===== src/rtl/heater_loop_sequencer_if.sv =====
// -----------------------------------------------------------------------------
// heater_loop_sequencer_if
//
// Bundles the sensor and PID handshakes around the heater loop sequencer.
//
// Handshake semantics (both directions):
//   sample_req   level request, held high by the sequencer while it waits for
//                a sample; the sensor answers with a one-cycle sample_ack and
//                sample_data is only meaningful in that ack cycle.
//   pid_start    one-cycle pulse; the PID block answers with a one-cycle
//                pid_computed and pid_response is only meaningful in that cycle.
//   Acks/results arriving while the sequencer is not waiting for them are
//   dropped.
//
// Signals
//   sample_req      sequencer -> sensor   request a temperature sample
//   sample_ack      sensor -> sequencer   sample_data valid this cycle
//   sample_data     sensor -> sequencer   unsigned Q7.4 temperature
//   measured_value  sequencer -> PID      held sample
//   pid_start       sequencer -> PID      start one computation
//   pid_computed    PID -> sequencer      pid_response valid this cycle
//   pid_response    PID -> sequencer      signed Q7.4 controller output
//
// Modports: master = sequencer side, slave = sensor/PID side.
// -----------------------------------------------------------------------------
interface heater_loop_sequencer_if #(
    parameter int WIDTH = 12
);
    logic             sample_req;
    logic             sample_ack;
    logic [WIDTH-1:0] sample_data;
    logic [WIDTH-1:0] measured_value;
    logic             pid_start;
    logic             pid_computed;
    logic [WIDTH-1:0] pid_response;

    modport master (
        output sample_req,
        input  sample_ack,
        input  sample_data,
        output measured_value,
        output pid_start,
        input  pid_computed,
        input  pid_response
    );

    modport slave (
        input  sample_req,
        output sample_ack,
        output sample_data,
        input  measured_value,
        input  pid_start,
        output pid_computed,
        output pid_response
    );
endinterface


===== src/rtl/heater_loop_sequencer.sv =====
// -----------------------------------------------------------------------------
// heater_loop_sequencer
//
// Runs one closed-loop heater control iteration every PERIOD clocks:
// request a temperature sample, start the PID, wait for its result and turn
// it into a PWM duty on the heater drive. Duty changes only at a PWM frame
// boundary so every frame is complete. Sensor and PID responses are
// supervised by timeouts; a timeout parks the loop in FAULT (heater off)
// until reset.
//
// Ports
//   CLK         clock, rising edge
//   RST         synchronous active-high reset
//   enable      loop enable; low forces heater off and the loop idle
//   bus         heater_loop_sequencer_if.master (sensor + PID handshakes)
//   heater_pwm  heater drive, high = on
//   duty        duty currently applied, 0..63 of a 64-cycle frame
//   busy        an iteration is in progress (REQ/START/WAIT)
//   overrun     sticky: a period tick arrived while busy
//   fault       sticky: sensor or PID timeout
//   state_dbg   current FSM state encoding (IDLE=0 REQ=1 START=2 WAIT=3 FAULT=4)
// -----------------------------------------------------------------------------
module heater_loop_sequencer #(
    parameter int WIDTH          = 12,
    parameter int PERIOD         = 1000,
    parameter int SENSOR_TIMEOUT = 64,
    parameter int PID_TIMEOUT    = 16
) (
    input  logic                          CLK,
    input  logic                          RST,
    input  logic                          enable,
    heater_loop_sequencer_if.master       bus,
    output logic                          heater_pwm,
    output logic [5:0]                    duty,
    output logic                          busy,
    output logic                          overrun,
    output logic                          fault,
    output logic [2:0]                    state_dbg
);

    // ------------------------------------------------------------------
    // Local sizing
    // ------------------------------------------------------------------
    localparam int PW      = (PERIOD > 1) ? $clog2(PERIOD) : 1;
    localparam int TMO_MAX = (SENSOR_TIMEOUT > PID_TIMEOUT) ? SENSOR_TIMEOUT : PID_TIMEOUT;
    localparam int TW      = (TMO_MAX > 1) ? $clog2(TMO_MAX) : 1;
    localparam int IW      = WIDTH - 5;   // integer bits of Q7.4 (sign and fraction removed)

    typedef enum logic [2:0] {
        IDLE  = 3'd0,
        REQ   = 3'd1,
        START = 3'd2,
        WAIT  = 3'd3,
        FAULT = 3'd4
    } state_t;

    state_t           state_q;
    state_t           state_d;
    logic [PW-1:0]    period_cnt;
    logic             tick;
    logic [TW-1:0]    tmo_cnt;
    logic [5:0]       frame_cnt;
    logic [5:0]       shadow_q;
    logic [5:0]       duty_q;
    logic [5:0]       duty_new;
    logic [WIDTH-1:0] measured_q;
    logic             overrun_q;
    logic             in_busy;
    logic             accept_sample;
    logic             accept_pid;
    logic             sensor_expired;
    logic             pid_expired;
    logic [IW-1:0]    resp_int;
    logic             unused_frac;

    // ------------------------------------------------------------------
    // Period tick: free-running, independent of state and enable
    // ------------------------------------------------------------------
    assign tick = (period_cnt == PW'(PERIOD - 1));

    // ------------------------------------------------------------------
    // Qualified handshake events
    // ------------------------------------------------------------------
    assign in_busy       = (state_q == REQ) || (state_q == START) || (state_q == WAIT);
    assign accept_sample = (state_q == REQ)  && enable && bus.sample_ack;
    assign accept_pid    = (state_q == WAIT) && enable && bus.pid_computed;

    // tmo_cnt is 0 in the first cycle of a state, so the limit is reached
    // in the N-th cycle spent waiting and FAULT follows one cycle later.
    assign sensor_expired = (tmo_cnt == TW'(SENSOR_TIMEOUT - 1));
    assign pid_expired    = (tmo_cnt == TW'(PID_TIMEOUT - 1));

    // ------------------------------------------------------------------
    // PID response to duty: negative -> 0, integer part saturated to 63,
    // fraction truncated.
    // ------------------------------------------------------------------
    assign resp_int    = bus.pid_response[WIDTH-2:4];
    assign unused_frac = ^bus.pid_response[3:0];

    always_comb begin
        duty_new = 6'd0;
        if (bus.pid_response[WIDTH-1]) begin
            duty_new = 6'd0;
        end else if (resp_int > IW'(63)) begin
            duty_new = 6'd63;
        end else begin
            duty_new = resp_int[5:0];
        end
    end

    // ------------------------------------------------------------------
    // FSM next state
    // ------------------------------------------------------------------
    always_comb begin
        state_d = state_q;
        case (state_q)
            IDLE: begin
                if (tick && enable) begin
                    state_d = REQ;
                end
            end
            REQ: begin
                if (!enable) begin
                    state_d = IDLE;
                end else if (bus.sample_ack) begin
                    state_d = START;
                end else if (sensor_expired) begin
                    state_d = FAULT;
                end
            end
            START: begin
                if (!enable) begin
                    state_d = IDLE;
                end else begin
                    state_d = WAIT;
                end
            end
            WAIT: begin
                if (!enable) begin
                    state_d = IDLE;
                end else if (bus.pid_computed) begin
                    state_d = IDLE;
                end else if (pid_expired) begin
                    state_d = FAULT;
                end
            end
            FAULT: begin
                state_d = FAULT;
            end
            default: begin
                state_d = IDLE;
            end
        endcase
    end

    // ------------------------------------------------------------------
    // Registers
    // ------------------------------------------------------------------
    always_ff @(posedge CLK) begin
        if (RST) begin
            state_q    <= IDLE;
            period_cnt <= '0;
            tmo_cnt    <= '0;
            frame_cnt  <= '0;
            shadow_q   <= '0;
            duty_q     <= '0;
            measured_q <= '0;
            overrun_q  <= 1'b0;
        end else begin
            state_q <= state_d;

            if (tick) begin
                period_cnt <= '0;
            end else begin
                period_cnt <= period_cnt + 1'b1;
            end

            frame_cnt <= frame_cnt + 1'b1;

            // Timeout counter restarts on every state entry.
            if (state_d != state_q) begin
                tmo_cnt <= '0;
            end else if ((state_q == REQ) || (state_q == WAIT)) begin
                tmo_cnt <= tmo_cnt + 1'b1;
            end else begin
                tmo_cnt <= '0;
            end

            if (accept_sample) begin
                measured_q <= bus.sample_data;
            end

            // A tick that lands while an iteration is still running is
            // dropped and flagged; ticks in FAULT are not flagged.
            if (tick && in_busy) begin
                overrun_q <= 1'b1;
            end

            // Disable and fault both force the heater to zero duty.
            if (!enable || (state_q == FAULT) || (state_d == FAULT)) begin
                shadow_q <= '0;
                duty_q   <= '0;
            end else begin
                if (accept_pid) begin
                    shadow_q <= duty_new;
                end
                // Shadow moves to the live duty only at the 63 -> 0 wrap so
                // the new value governs a whole frame from its first cycle.
                if (frame_cnt == 6'd63) begin
                    duty_q <= shadow_q;
                end
            end
        end
    end

    // ------------------------------------------------------------------
    // Outputs
    // ------------------------------------------------------------------
    assign bus.sample_req     = (state_q == REQ);
    assign bus.pid_start      = (state_q == START);
    assign bus.measured_value = measured_q;

    assign fault      = (state_q == FAULT);
    assign busy       = in_busy;
    assign overrun    = overrun_q;
    assign duty       = duty_q;
    assign heater_pwm = enable && (state_q != FAULT) && (frame_cnt < duty_q);
    assign state_dbg  = state_q;

endmodule


===== src/flat_wrapper.sv =====
// flat-port wrapper written by rule: the top's interface ports become plain ports
module heater_loop_sequencer_flat 
#(
    parameter int WIDTH          = 12,
    parameter int PERIOD         = 1000,
    parameter int SENSOR_TIMEOUT = 64,
    parameter int PID_TIMEOUT    = 16
)
  (CLK, RST, enable, heater_pwm, duty, busy, overrun, fault, state_dbg, bus_sample_req, bus_sample_ack, bus_sample_data, bus_measured_value, bus_pid_start, bus_pid_computed, bus_pid_response);
  heater_loop_sequencer_if #(.WIDTH(WIDTH)) bus_i ();
  input  logic CLK;
  input  logic RST;
  input  logic enable;
  output logic heater_pwm;
  output logic [5:0] duty;
  output logic busy;
  output logic overrun;
  output logic fault;
  output logic [2:0] state_dbg;
  output wire logic [$bits(bus_i.sample_req)-1:0] bus_sample_req;
  input wire logic [$bits(bus_i.sample_ack)-1:0] bus_sample_ack;
  input wire logic [$bits(bus_i.sample_data)-1:0] bus_sample_data;
  output wire logic [$bits(bus_i.measured_value)-1:0] bus_measured_value;
  output wire logic [$bits(bus_i.pid_start)-1:0] bus_pid_start;
  input wire logic [$bits(bus_i.pid_computed)-1:0] bus_pid_computed;
  input wire logic [$bits(bus_i.pid_response)-1:0] bus_pid_response;
  assign bus_sample_req = bus_i.sample_req;
  assign bus_i.sample_ack = bus_sample_ack;
  assign bus_i.sample_data = bus_sample_data;
  assign bus_measured_value = bus_i.measured_value;
  assign bus_pid_start = bus_i.pid_start;
  assign bus_i.pid_computed = bus_pid_computed;
  assign bus_i.pid_response = bus_pid_response;
  heater_loop_sequencer #(.WIDTH(WIDTH), .PERIOD(PERIOD), .SENSOR_TIMEOUT(SENSOR_TIMEOUT), .PID_TIMEOUT(PID_TIMEOUT)) u_core (.CLK(CLK), .RST(RST), .enable(enable), .bus(bus_i), .heater_pwm(heater_pwm), .duty(duty), .busy(busy), .overrun(overrun), .fault(fault), .state_dbg(state_dbg));
endmodule

===== config.mk =====
export PLATFORM = sky130hd
export DESIGN_NAME = heater_loop_sequencer_flat
export DESIGN_NICKNAME = d
export VERILOG_FILES = /design/src/rtl/heater_loop_sequencer_if.sv /design/src/rtl/heater_loop_sequencer.sv /design/src/flat_wrapper.sv
export SDC_FILE = /design/constraint.sdc
export NUM_CORES = 1
export LEC_CHECK = 0
export ABC_AREA = 1
export ABC_CLOCK_PERIOD_IN_PS = 1500
export CAP_MARGIN = 10
export CORE_ASPECT_RATIO = 1.4
export CORE_MARGIN = 10
export CORE_UTILIZATION = 40
export CTS_BUF_LIST = sky130_fd_sc_hd__clkbuf_8
export DETAILED_ROUTE_END_ITERATION = 12
export PLACE_DENSITY_LB_ADDON = 0.12
export SLEW_MARGIN = 25
export SYNTH_ARGS = -nofsm -noshare
export SYNTH_HDL_FRONTEND = slang
export SYNTH_SLANG_ARGS = --single-unit

===== constraint.sdc =====
create_clock -name CLK -period 1.5 [get_ports CLK]
set_input_delay 0.3 -clock CLK [delete_from_list [all_inputs] [get_ports CLK]]
set_output_delay 0.3 -clock CLK [all_outputs]
set_load 0.02 [all_outputs]

==> qor.tcl, run 1 <==
set qor(finalHoldWorstSlack_ps) 434.1
set qor(postSynthCellCount) 303
set qor(synth_sequential_area_ratio_pct) 44.67
set qor(clock_tree_from_tritoncts) {done}
set qor(rows) 32
set qor(layout_worst_path_cycle_share_pct) 121.8
set qor(synth.distinct_cells) 29
set qor(timing.fmax_mhz) 547.4
set qor(clkPwrFrac_pct) 37.4
set qor(combPwrFrac_pct) 8.2
set qor(cp_slowest_cell) {sky130_fd_sc_hd__dfxtp_4}
set qor(synth_area_leaders) {sky130_fd_sc_hd__dfxtp_1 (45%), sky130_fd_sc_hd__nand2_1 (10%), sky130_fd_sc_hd__nor2_1 (7.9%)}
set qor(crit_family) {flip-flops}
set qor(post-synth-top-area-fraction_pct) 44.67
set qor(holdCritPathClass) {flop to flop}
set qor(crit_type) {flop to primary output}
set qor(worst-r2r-setup-slack_ps) 60
set qor(total_negative_slack_ps) -326.8
set qor(multi_input_comb_area_mm2) 0.001230
set qor(design.core.area_mm2) 0.005485
set qor(share_seq_of_total_power_pct) 54.5
set qor(drt_wl_total_um) 5577
set qor(synth_nets) 340
set qor(die_w_um) 83.26
set qor(clock-sinks) 50
set qor(p_total_uw) 2468
set qor(first_pass_grt_wire_length_um) 9328
set qor(htree_levels) 2
set qor(failed_checks) {setup timing}
set qor(drv.max_cap_violation_count) 0
set qor(post_synth_xor_area_fraction_pct) 2.345
set qor(path_depth) 7
set qor(ctsRootBufferMaster) {sky130_fd_sc_hd__clkbuf_8}
set qor(io_pins) 56
set qor(numCtsBuffers) 5
set qor(final_cell_area_mm2) 0.003411
set qor(seq_area_mm2) 0.001025
set qor(finalCriticalPeriod_ps) 1827
set qor(clkSlewWorstSetupHoldPaths_ps) 90
set qor(synth.ff_latch_count) 50
set qor(sw_frac_of_total_pct) 21.46
set qor(cell_type_with_the_largest_total_area_after_synthesis) {sky130_fd_sc_hd__dfxtp_1}
set qor(synth_compound_area_share_pct) 11.00
set qor(power_density_mw_per_mm2) 723.5
set qor(place.detailed.hpwl_um) 4211
set qor(internal_power_uw) 1938
set qor(detailedRoute.firstIterationViolations) 63
set qor(worst_setup_path_end_kind) {primary output}
set qor(ys_warnings) 0
set qor(hold_fails_final_rpt) 0
set qor(timing.final.setup_violations) 1
set qor(total_switching_power_uw) 529.7
set qor(detailed_place.area_mm2) 0.003122
set qor(largest_family_of_logic_cells_by_synthesized_area) {simple AND/OR/NAND/NOR gates}
set qor(layout.cells.most_common_list) {sky130_fd_sc_hd__nand2_1 (59), sky130_fd_sc_hd__buf_4 (42), sky130_fd_sc_hd__nor2_1 (39), sky130_fd_sc_hd__dfxtp_1 (39), sky130_fd_sc_hd__inv_1 (32)}
set qor(clock_latency_ps) 300
set qor(finalClockSkew_ps) 4.145
set qor(syn-mean-instance-area_um2) 7.396
set qor(final_net_count) 437
set qor(detailedRoute.firstPassIterationCount) 4
set qor(report.final.slew_viol_count) 0
set qor(rsz0062_at_grt) {true}
set qor(cts_hold_buffers) 0
set qor(critical_path.max_stage_delay_ps) 360
set qor(setup_ws_ps) -326.8
set qor(ant_nets) 0
set qor(synthAdderAreaFrac_pct) 4.467
set qor(critical_path.max_fanout) 2
set qor(floorplan.die.height_um) 108.6
set qor(outcome) {complete, but fails checks}
set qor(synth-simple-area-share_pct) 28.59
set qor(critPathArrivalTime_ps) 1530
set qor(crit_path_start_kind) {flop}
set qor(detailroute.via_count) 2179
set qor(crit_path_cell_trace) {inv_4 > ha_4 > o21a_1 > o21ai_2 > o211ai_1 > nor2_2 > buf_6}
set qor(fillCellCount) 506
set qor(drc_errors) 0
set qor(drt-wirelength-per-cell_um) 11.89
set qor(gp_congestion) 0.8326
set qor(layout.cells.most_common) {sky130_fd_sc_hd__nand2_1}
set qor(clockBufferDepth) 2
set qor(share_of_final_layout_standard_cells_stronger_than_drive_strength_1_pct) 29.18
set qor(synth_area_mm2) 0.002241
set qor(groute.usage.overall_pct) 12.37
set qor(maximum_number_of_pins_on_one_net_before_global_route_repair) 16
set qor(hold-path-cell-count) 1
set qor(multiplexer_share_of_the_synthesized_area_pct) 0
set qor(vias_per_cell) 4.646
set qor(global_route.overflow_total) 0
set qor(initial_utilization_pct) 40.85
set qor(flow.area_growth_from_synthesis_pct) 52.21
set qor(antenna_cells) 0
set qor(ir_drop_uv) 464.7
set qor(vias_in_the_first_global_route) 2164
set qor(initial_antenna_violation_count) 0
set qor(pin_slew_with_the_least_headroom_to_its_limit_ps) 496.0
set qor(design.die.area_mm2) 0.009039
set qor(leakagePower_uw) 0.001485
set qor(max_slew_margin_pct) 66.63
set qor(timing.reg2reg.worst_path_depth) 10
set qor(port-buffer-count) 51
set qor(path_buf_inv) 2
set qor(worst_path_required_ps) 1200
## registers in the layout, summed over array words and instances, names as in the netlist
| register | flops |
|---|---|
| u_core.state_dbg | 3 |
| u_core.frame_cnt | 6 |
| u_core.shadow_q | 6 |
| u_core.bus.measured_value | 12 |
| u_core.tmo_cnt | 6 |
| u_core.duty | 6 |
| u_core.overrun | 1 |
| u_core.period_cnt | 10 |
## synthesized netlist by cell type, drive strengths merged
master and count:
a21oi 26, nand3 10, o21a 2, o21ai 16
xnor2 2, buf 5, nor3b 1, nor2 54
nand4 3, inv 37, nor4 1, clkbuf 2
nand3b 1, and2 1, dfxtp 50, a21o 1
a31oi 1, xor2 4, nand2 64, o211ai 1
nor3 13, ha 8
## power groups by stage
stage	sequential, µW	combinational (µW)	clock (µW)
6_report	1340	202	922
3_3_place_gp	1370	181	0
3_5_place_dp	1370	183	0
2_1_floorplan	1370	72.4	0
4_1_cts	1340	187	953
5_1_grt	1350	225	999
## cell type report
| class | count | area share [%] |
|---|---|---|
| Multi-Input combinational cell | 209 | 36.06 |
| Timing Repair Buffer | 97 | 24.14 |
| Sequential cell | 50 | 30.04 |
| Clock inverter | 3 | 1.101 |
| Clock buffer | 5 | 2.018 |
| Tap cell | 68 | 2.494 |
| Inverter | 37 | 4.145 |
## through the flow
| step | utilization [%] | worst slack (ps) | instances |
|---|---|---|---|
| final | 62.18 | -326.8 | 469 |
| after global routing | 62.18 | -439.2 | 469 |
| after CTS | 59.92 | -327.7 | 468 |
| after detailed placement | 56.91 | -548.6 | 457 |
| after global placement | 56.91 | -528.3 | 457 |
| after floorplan | - | 3.091 | 303 |
## logic make-up after synthesis
kind of cell | after synthesis
AOI/OAI and AO/OA | 47
xor gates and xnor gates | 6
adders and majority gates | 8
buffers and inverters | 44
DFF | 50
and+or+nand+nor | 148
## worst register-to-register path, stage by stage (launching register included)
cell	delay, ps
sky130_fd_sc_hd__dfxtp_2	370
sky130_fd_sc_hd__buf_6	110
sky130_fd_sc_hd__ha_4	130
sky130_fd_sc_hd__nand2_4	60
sky130_fd_sc_hd__nor2_4	110
sky130_fd_sc_hd__nand2_2	70
sky130_fd_sc_hd__nor2_4	130
sky130_fd_sc_hd__buf_6	130
sky130_fd_sc_hd__nor2_1	40
sky130_fd_sc_hd__a21oi_1	140
sky130_fd_sc_hd__nor2_2	50
## per-layer routing
layer  GRT usage (%)  vias up  part of all wire (%)
met4           5.610        0                   2.2
met3           4.364        9                   5.3
li1                -     1161                     -
met2           21.74       40                    51
met5               0        -                     0
met1           13.05      969                    42
## what timing repair did
action | 4_1_cts | 5_1_grt
pin swaps | 8 | 6
gates cloned | 1 | 0
setup buffers | 2 | 1
resized for setup | 69 | 34
endpoints found under the setup margin | 39 | 33
## worst paths after layout
| path | from | end |
|---|---|---|
| min reg2reg | u_core.tmo_cnt[0] | u_core.tmo_cnt[0] |
| min | u_core.tmo_cnt[0] | u_core.tmo_cnt[0] |
| max | u_core.duty[1] | heater_pwm |
| max reg2reg | u_core.frame_cnt[1] | u_core.duty[3] |
Power figures use the tool's default switching activity.
==> run 2: changes to the inputs <==
==> constraint.sdc (replaced) <==
create_clock -name CLK -period 1.5 [get_ports CLK]
set_input_delay 0.3 -clock CLK [delete_from_list [all_inputs] [get_ports CLK]]
set_output_delay 0.3 -clock CLK [all_outputs]
set_load 0.1 [all_outputs]
==> run 2 against run 1 <==
The flow still finishes with violations (setup timing). Sequential share of layout area decreased by 3.0 points. Sequential power about the same. Die area unchanged. Via count increased by 4.3%. Largest cell class unchanged. Hold slack got worse by 8.3 ps. Clock skew increased by 5.3 ps. Wire length increased by 6.2%. Register-to-register slack got worse by 80 ps. Maximum frequency decreased by 4.3%.
==> qor.tcl, run 2 (same netlist as run 1, synthesis figures left out) <==
set qor(layout_worst_path_cycle_share_pct) 127.3 ;# was 121.8%
set qor(vias_in_the_first_global_route) 2094 ;# was 2,164
set qor(rsz0062_at_grt) {true} ;# unchanged
set qor(flow.area_growth_from_synthesis_pct) 72.19 ;# was 52.21%
set qor(clock_tree_from_tritoncts) {done} ;# unchanged
set qor(sw_frac_of_total_pct) 24.57 ;# was 21.46%
set qor(die_w_um) 83.26 ;# unchanged
set qor(initial_antenna_violation_count) 0 ;# unchanged
set qor(drv.max_cap_violation_count) 0 ;# unchanged
set qor(numCtsBuffers) 5 ;# unchanged
set qor(groute.usage.overall_pct) 12.00 ;# was 12.37%
set qor(design.core.area_mm2) 0.005485 ;# unchanged
set qor(finalCriticalPeriod_ps) 1909 ;# was 1827 ps
set qor(cp_slowest_cell) {sky130_fd_sc_hd__dfxtp_4} ;# unchanged
set qor(largest_register_ff_count) 12 ;# unchanged
set qor(clock_latency_ps) 310 ;# was 300 ps
set qor(vias_per_cell) 4.836 ;# was 4.646
set qor(clkPwrFrac_pct) 33.9 ;# was 37.4%
set qor(detailedRoute.firstPassIterationCount) 4 ;# unchanged
set qor(maximum_number_of_pins_on_one_net_before_global_route_repair) 18 ;# was 16
set qor(max_slew_margin_pct) 64.66 ;# was 66.63%
set qor(hold_fails_final_rpt) 0 ;# unchanged
set qor(worst_path_required_ps) 1200 ;# about the same
set qor(floorplan.die.height_um) 108.6 ;# unchanged
set qor(ir_drop_uv) 585.1 ;# was 464.7 µV
set qor(place.detailed.hpwl_um) 4236 ;# was 4211 µm
set qor(rows) 32 ;# unchanged
set qor(crit_path_cell_trace) {inv_4 > ha_4 > nand2_1 > nor2_2 > o21ai_1 > o211ai_1 > nor2_4 > buf_12} ;# was inv_4 > ha_4 > o21a_1 > o21ai_2 > o211ai_1 > nor2_2 > buf_6
set qor(drt-wirelength-per-cell_um) 12.60 ;# was 11.89 µm
set qor(share_seq_of_total_power_pct) 56.2 ;# was 54.5%
set qor(critical_path.max_fanout) 2 ;# unchanged
set qor(layout.cells.most_common_list) {sky130_fd_sc_hd__nand2_1 (56), sky130_fd_sc_hd__buf_4 (39), sky130_fd_sc_hd__dfxtp_1 (36)} ;# was sky130_fd_sc_hd__nand2_1 (59), sky130_fd_sc_hd__buf_4 (42), sky130_fd_sc_hd__nor2_1 (39), sky130_fd_sc_hd__dfxtp_1 (39), sky130_fd_sc_hd__inv_1 (32)
set qor(outcome) {complete, but fails checks} ;# unchanged
set qor(timing.final.setup_violations) 7 ;# was 1
set qor(gp_congestion) 0.8097 ;# was 0.8326
set qor(detailroute.via_count) 2273 ;# was 2,179
set qor(layout.cells.most_common) {sky130_fd_sc_hd__nand2_1} ;# unchanged
set qor(antenna_cells) 0 ;# unchanged
set qor(post-place-ws_ps) -191.6 ;# was -548.6 ps
set qor(ant_nets) 0 ;# unchanged
set qor(total_negative_slack_ps) -492.7 ;# was -326.8 ps
set qor(drt_wl_total_um) 5922 ;# was 5577 µm
set qor(io_pins) 56 ;# unchanged
set qor(report.final.slew_viol_count) 0 ;# unchanged
set qor(power_density_mw_per_mm2) 616.6 ;# was 723.5 mW/mm²
set qor(crit_type) {flop to primary output} ;# unchanged
set qor(design.die.area_mm2) 0.009039 ;# unchanged
set qor(global_route.overflow_total) 0 ;# unchanged
set qor(combPwrFrac_pct) 9.9 ;# was 8.2%
set qor(hold_path.startpoint) {u_core.period_cnt[0]} ;# was u_core.tmo_cnt[0]
set qor(clkSlewWorstSetupHoldPaths_ps) 100 ;# was 90 ps
set qor(internal_power_uw) 1795 ;# was 1938 µW
set qor(setup_ws_ps) -409.3 ;# was -326.8 ps
set qor(crit_path_start_kind) {flop} ;# unchanged
set qor(share_of_final_layout_standard_cells_stronger_than_drive_strength_1_pct) 38.81 ;# was 29.18%
set qor(detailedRoute.firstIterationViolations) 85 ;# was 63
set qor(first_pass_grt_wire_length_um) 9246 ;# was 9328 µm
set qor(worst_setup_path_end_kind) {primary output} ;# unchanged
set qor(clockBufferDepth) 2 ;# unchanged
set qor(total_switching_power_uw) 584.6 ;# was 529.7 µW
set qor(clock-sinks) 50 ;# unchanged
set qor(hold-path-cell-count) 1 ;# unchanged
set qor(ctsRootBufferMaster) {sky130_fd_sc_hd__clkbuf_8} ;# unchanged
set qor(timing.fmax_mhz) 523.7 ;# was 547.4 MHz
set qor(critPathArrivalTime_ps) 1610 ;# was 1530 ps
set qor(fillCellCount) 413 ;# was 506
set qor(htree_levels) 2 ;# unchanged
set qor(initial_utilization_pct) 40.85 ;# unchanged
set qor(critical_path.reg2reg.startpoint) {u_core.frame_cnt[1]} ;# unchanged
set qor(crit_start) {u_core.duty[3]} ;# was u_core.duty[1]
set qor(port-buffer-count) 51 ;# unchanged
set qor(holdCritPathClass) {flop to flop} ;# unchanged
set qor(final_net_count) 438 ;# was 437
set qor(pin_slew_with_the_least_headroom_to_its_limit_ps) 525.3 ;# was 496.0 ps
set qor(drc_errors) 0 ;# unchanged
set qor(failed_checks) {setup timing} ;# unchanged
set qor(timing.reg2reg.worst_path_depth) 11 ;# was 10
set qor(leakagePower_uw) 0.001487 ;# was 0.001485 µW
set qor(finalClockSkew_ps) 9.417 ;# was 4.145 ps
set qor(critical_path.max_stage_delay_ps) 370 ;# was 360 ps
run 2: cell types whose count changed in the layout (fill, tap and decap cells not counted), moves of 5 or more:
cell,change
sky130_fd_sc_hd__dlygate4sd2_1,-19
sky130_fd_sc_hd__nor2_1,-9
sky130_fd_sc_hd__inv_4,+5
sky130_fd_sc_hd__dfxtp_4,+6
sky130_fd_sc_hd__nor2_4,+8
sky130_fd_sc_hd__inv_1,-5
sky130_fd_sc_hd__buf_12,+28
run 2: final timing paths:
path,endpoint,slack (ps)
setup / recovery,heater_pwm,-410
hold / removal,u_core.period_cnt[0],430
setup reg to reg,u_core.duty[0],-20
hold reg to reg,u_core.period_cnt[0],430
run 2: through the flow:
stage	hold WS [ps]	instances	power [µW]	util (%)	area (µm²)
after floorplan	417.9	303	1455	-	2372
after global placement	430.5	446	1565	62.16	3410
after detailed placement	440.2	446	1568	62.16	3410
after CTS	463.5	464	2390	66.56	3651
after global routing	443.0	470	2484	70.35	3859
final	425.9	470	2379	70.35	3859
run 2: metal layers:
layer	GRT usage, %	share of wire, %	vias to the layer above
li1	-	-	1175
met1	12.36	39	1035
met2	22.79	54	57
met3	3.536	5.5	6
met4	3.659	1.1	0
met5	0	0	-
run 2: repair_timing:
| item | CTS | global route |
|---|---|---|
| gates cloned | 1 | 1 |
| setup endpoints to repair | 10 | 28 |
| setup buffers | 9 | 5 |
| hold buffers | 0 | 0 |
| pin swaps | 11 | 14 |
| resized for setup | 15 | 44 |
run 2: power by group through the flow:
stage | sequential, µW | clock (µW) | combinational (µW)
2_1_floorplan | 1360 | 0 | 90.5
3_3_place_gp | 1360 | 0 | 201
3_5_place_dp | 1370 | 0 | 203
4_1_cts | 1340 | 843 | 209
5_1_grt | 1340 | 888 | 256
6_report | 1340 | 807 | 235
run 2: area by class of cell:
cell class | instances | area, µm² | area share, %
Inverter | 37 | 155.1 | 4.021
Sequential cell | 50 | 1044 | 27.04
Tap cell | 68 | 85.08 | 2.205
Multi-Input combinational cell | 210 | 1321 | 34.24
Clock inverter | 3 | 23.77 | 0.6161
Clock buffer | 5 | 68.82 | 1.783
Timing Repair Buffer | 97 | 1161 | 30.09
run 2: critical path: cells and delay by family, from the launching register on:
kind / cells / cell delay, ps
adders and majority gates: 1 / 230
and+or+nand+nor: 3 / 260
AOI/OAI and AO/OA: 2 / 220
buffers and inverters: 2 / 220
DFF: 1 / 370
